**src/rtl/wrr_mtx_arb.sv**
```systemverilog
// rtl/wrr_mtx_arb.sv - weighted least-recently-granted matrix arbiter with lock
module wrr_mtx_arb #(
    parameter int N  = 4,
    parameter int WW = 4,
    parameter int IW = $clog2(N)
) (
    input  logic            clk,
    input  logic            rstn,
    input  logic            upd,
    input  logic [N-1:0]    req,
    input  logic [N-1:0]    lock,
    input  logic [N*WW-1:0] weight,
    output logic [N-1:0]    gnt,
    output logic            gnt_vld,
    output logic [IW-1:0]   gnt_id
);

    localparam logic [WW-1:0] CNT_MAX = {WW{1'b1}};

    // prio[i][j] = 1 means requester i beats requester j; diagonal unused
    logic [N-1:0]  prio     [N];
    logic [N-1:0]  prio_eff [N];
    logic [WW-1:0] cnt;
    logic [WW-1:0] wt_q;

    logic          own;
    logic          hold;
    logic          release_upd;
    logic [N-1:0]  win;
    logic [IW-1:0] win_id;

    always_comb begin
        own         = |gnt;
        hold        = own && req[gnt_id] && (lock[gnt_id] || (cnt < wt_q));
        release_upd = own && !hold && upd;

        // The releasing owner drops to lowest priority before the next winner is picked
        for (int i = 0; i < N; i++) begin
            prio_eff[i] = prio[i];
        end
        if (release_upd) begin
            for (int j = 0; j < N; j++) begin
                if (j != int'(gnt_id)) begin
                    prio_eff[gnt_id][j] = 1'b0;
                    prio_eff[j][gnt_id] = 1'b1;
                end
            end
        end

        win = '0;
        for (int i = 0; i < N; i++) begin
            win[i] = req[i];
            for (int j = 0; j < N; j++) begin
                if (j != i && req[j] && prio_eff[j][i]) begin
                    win[i] = 1'b0;
                end
            end
        end

        win_id = '0;
        for (int i = 0; i < N; i++) begin
            if (win[i]) begin
                win_id = win_id | IW'(i);
            end
        end
    end

    always_ff @(posedge clk or negedge rstn) begin
        if (!rstn) begin
            gnt     <= '0;
            gnt_vld <= 1'b0;
            gnt_id  <= '0;
            cnt     <= '0;
            wt_q    <= '0;
            for (int i = 0; i < N; i++) begin
                for (int j = 0; j < N; j++) begin
                    prio[i][j] <= (i < j);
                end
            end
        end else begin
            for (int i = 0; i < N; i++) begin
                prio[i] <= prio_eff[i];
            end
            if (hold) begin
                if (cnt != CNT_MAX) begin
                    cnt <= cnt + WW'(1);
                end
            end else begin
                gnt     <= win;
                gnt_vld <= |win;
                gnt_id  <= win_id;
                cnt     <= '0;
                if (|win) begin
                    wt_q <= weight[win_id*WW +: WW];
                end
            end
        end
    end

endmodule

```
**config.mk**
```make
export PLATFORM = sky130hd
export DESIGN_NAME = wrr_mtx_arb
export DESIGN_NICKNAME = d
export VERILOG_FILES = /design/src/rtl/wrr_mtx_arb.sv
export SDC_FILE = /design/constraint.sdc
export NUM_CORES = 1
export LEC_CHECK = 0
export CAP_MARGIN = 20
export CORE_UTILIZATION = 50
export CTS_BUF_LIST = sky130_fd_sc_hd__clkbuf_8
export DETAILED_ROUTE_END_ITERATION = 8
export PLACE_DENSITY = 0.85
export SLEW_MARGIN = 20
export SYNTH_ARGS = -nofsm -noshare
export SYNTH_HDL_FRONTEND = slang
export SYNTH_SLANG_ARGS = --single-unit
```
**constraint.sdc**
```tcl
create_clock -name clk -period 4.69 [get_ports clk]
set_clock_uncertainty 0.15 [all_clocks]
set_input_delay 0.7035 -clock clk [delete_from_list [all_inputs] [get_ports clk]]
set_output_delay 0.7035 -clock clk [all_outputs]
set_load 0.02 [all_outputs]
```
==> flow_metrics.py <==
metrics = {
    "pwr": {
        "pwr_density_cell_nw_per_um2": 628,
        "p_leak_nw": 0.840,
        "p_total_mw": 1.28,
        "vdd_drop_max_mv": 0.454,
    },
    "die": {
        "core_um2": 3080,
        "io_pins": 34,
        "row_count": 20,
        "die_y_um": 59.3,
        "die-area_um2": 3520,
        "die_w_um": 59.3,
        "initial_core_util_pct": 53.3,
    },
    "synthesis": {
        "synthXorXnorAreaFrac_pct": 0.534,
        "ys.flop_type": "dfrtp_1",
        "synth_top_family_by_area": "compound AO/OA/AOI/OAI gates",
        "yosys_warnings": 0,
        "synth-seq-cells": 27,
        "synth_fp_nets": 204,
        "yosys-top-cells-area": "dfrtp_1, dfstp_2, nand2_1",
        "synth_edf_count": 0,
        "synthMuxAreaShare_pct": 3.58,
        "avgSynthCellArea_um2": 9.49,
        "syn_area_um2": 1640,
        "synthDistinctLibCells": 49,
        "synth_compound_area_share_pct": 29.3,
        "yosysSeqAreaShare_pct": 41.6,
        "yosysTopAreaCellShare_pct": 32.0,
        "synthArstFlopShare_pct": 100,
        "synthAdderAreaFrac_pct": 3.05,
        "synthSimpleGateAreaFrac_pct": 17.5,
        "synth.largest_area_cell": "dfrtp_1",
        "netlist_instances": 173,
    },
    "sta": {
        "rsz0062_at_grt": "false",
        "slew_headroom_pct": 44.5,
        "setup_viol": 0,
        "worstMarginPinSlew_ns": 0.830,
        "hold_viol_final": 0,
        "finalSetupTns_ns": 0,
        "setup_slack_ns": 0.817,
        "post-route-min-period_ns": 3.87,
        "drv_slew": 0,
        "fin_crit_sh_pct": 82.6,
        "timing.fmax_ghz": 0.258,
    },
    "worst_setup_path": {
        "reg2reg_to": "wt_q[3]$_DFFE_PN0P_",
        "cp-endpoint": "wt_q[3]$_DFFE_PN0P_",
        "path_max_fanout": 15,
        "cp.arrival_ns": 3.90,
        "r2r-start": "gnt_id[1]$_DFFE_PN0N_",
        "crit_path_end_kind": "flip-flop",
        "cp-startpoint": "req[2]",
        "reg2reg_setup_slack_ns": 1.07,
        "crit_path_start_kind": "primary input",
        "crit_type": "in2reg",
        "r2r_cells": 8,
        "critical_path_required_ns": 4.71,
    },
    "finish": {
        "fin_nets": 237,
        "drive_above_1_share_pct": 13.2,
        "final_common_cell": "clkdlybuf4s50_1",
        "final_cell_mix": "clkdlybuf4s50_1, nand2_1, dfrtp_1",
        "seqCellArea_um2": 683,
        "diodes": 0,
        "multi_input_area_um2": 885,
        "syn2layout_area_growth_pct": 24.5,
        "fill_cells": 248,
    },
    "route": {
        "route.detailed.drc": 0,
        "wl_per_cell_um": 16.2,
        "wl_um": 4040,
        "viasPerCell": 6.00,
        "drt-initial-drc-count": 99,
        "drtPass1Iterations": 4,
        "num_vias": 1494,
        "ant_nets": 0,
    },
    "grt": {
        "met3_usage_pct": 4.59,
        "grt_max_degree": 23,
        "grt_pass1_wl_um": 6540,
        "grt.met1_usage_pct": 34.2,
        "grt_util_all_layers_pct": 24.7,
        "grt_pass1_vias": 1394,
        "grt_overflow_total": 0,
        "globalRouteMet2Util_pct": 40.1,
        "grt.busiest_layer": "met2",
        "antenna_found_initial": 0,
    },
    "job": {
        "cap_viol_max_count": 0,
    },
    "hold_path": {
        "hold_class": "reg2reg",
    },
    "cts": {
        "postCtsHoldBufs": 0,
        "cts_max_path_buffers": 2,
        "cts_buffers": 3,
        "clock_sinks": 27,
        "h-tree-depth": 1,
        "clkTransAtPathRegs_ns": 0.09,
        "root_buffer": "clkbuf_8",
        "clk_latency_ns": 0.28,
        "post-cts-setup-buffer-count": 0,
        "cts_tree": "yes",
        "cts_resized": 0,
    },
    "status": {
        "status": "complete, no violations",
    },
    "place": {
        "io_buffers": 33,
        "dp_hpwl_um": 3090,
        "dp_slack_ns": 0.614,
        "gp_congestion": 0.918,
    },
}
synthesized netlist by cell type (all sizes together) (3+ instances only):
library cell and number:
nand3 7, dfrtp 21, o221a 4, o211ai 5, nor3 6, o31a 3
and2 4, clkbuf 3, buf 4, a21oi 10, o21ai 18, dfstp 6
nor2 9, inv 8, o21a 3, a21boi 3, nand2 26, ha 4
report_power, final:
| group | leakage, nW | switching, mW | internal, mW |
|---|---|---|---|
| Clock | 0.0255 | 0.0719 | 0.0596 |
| Combinational | 0.491 | 0.405 | 0.304 |
| Sequential | 0.324 | 0.0922 | 0.351 |
| Total | 0.840 | 0.569 | 0.714 |
critical path: stages:
cell and delay, ns:
clkdlybuf4s50_1 0.57, mux4_1 0.60, o21a_2 0.24, nor3_1 0.35, o21ai_0 0.25, a311oi_4 0.57, nor2_2 0.10, o221a_2 0.27
o31a_1 0.24
per-stage QoR:
stage               area, um2  hold slack (ns)  std cells  utilization (%)
floorplan                1640            0.258        173                -
finish                   2040            0.312        249             66.4
detailed placement       2000            0.299        245             64.9
CTS                      2040            0.315        249             66.4
global placement         2000            0.297        245             64.9
global route             2040            0.343        249             66.4
how the worst min path moves through the flow:
stage | startpoint | to | slack (ns) | cells after the start
after floorplan | rstn | cnt[0]$_DFFE_PN0P_ | 0.26 | 0
after CTS | prio[11]$_DFF_PN1_ | prio[11]$_DFF_PN1_ | 0.31 | 2
after global routing | prio[11]$_DFF_PN1_ | prio[11]$_DFF_PN1_ | 0.34 | 2
final | prio[11]$_DFF_PN1_ | prio[11]$_DFF_PN1_ | 0.31 | 2
after detailed placement | prio[11]$_DFF_PN1_ | prio[11]$_DFF_PN1_ | 0.30 | 2
after global placement | prio[11]$_DFF_PN1_ | prio[11]$_DFF_PN1_ | 0.30 | 2
routing by layer:
metal | vias up | share of wire [%]
li1 | 713 | -
met2 | 57 | 49
met5 | - | 0
met1 | 720 | 45
met3 | 4 | 5.6
met4 | 0 | 0.67
registers in the layout (all words and copies together) (netlist names):
register	flops
gnt_vld	1
cnt	4
prio	12
gnt_id	2
wt_q	4
gnt	4
cell type report:
type,instances,area share [%]
clock buffer,3,2.02
inverter,8,1.47
timing repair buffer,35,16.9
sequential,27,33.4
tap,44,2.69
clock inverter,1,0.245
multi-input combinational,131,43.3
cell families (layout without fill, tap and decap cells):
logic type	after synthesis	count (layout)
AOI/OAI and AO/OA	62	62
xor gates and xnor gates	1	1
adders and majority gates	4	4
buffers and inverters	15	47
DFF	27	27
muxes	3	3
and+or+nand+nor	61	61
Note: power is estimated with default switching activity, not from simulation.
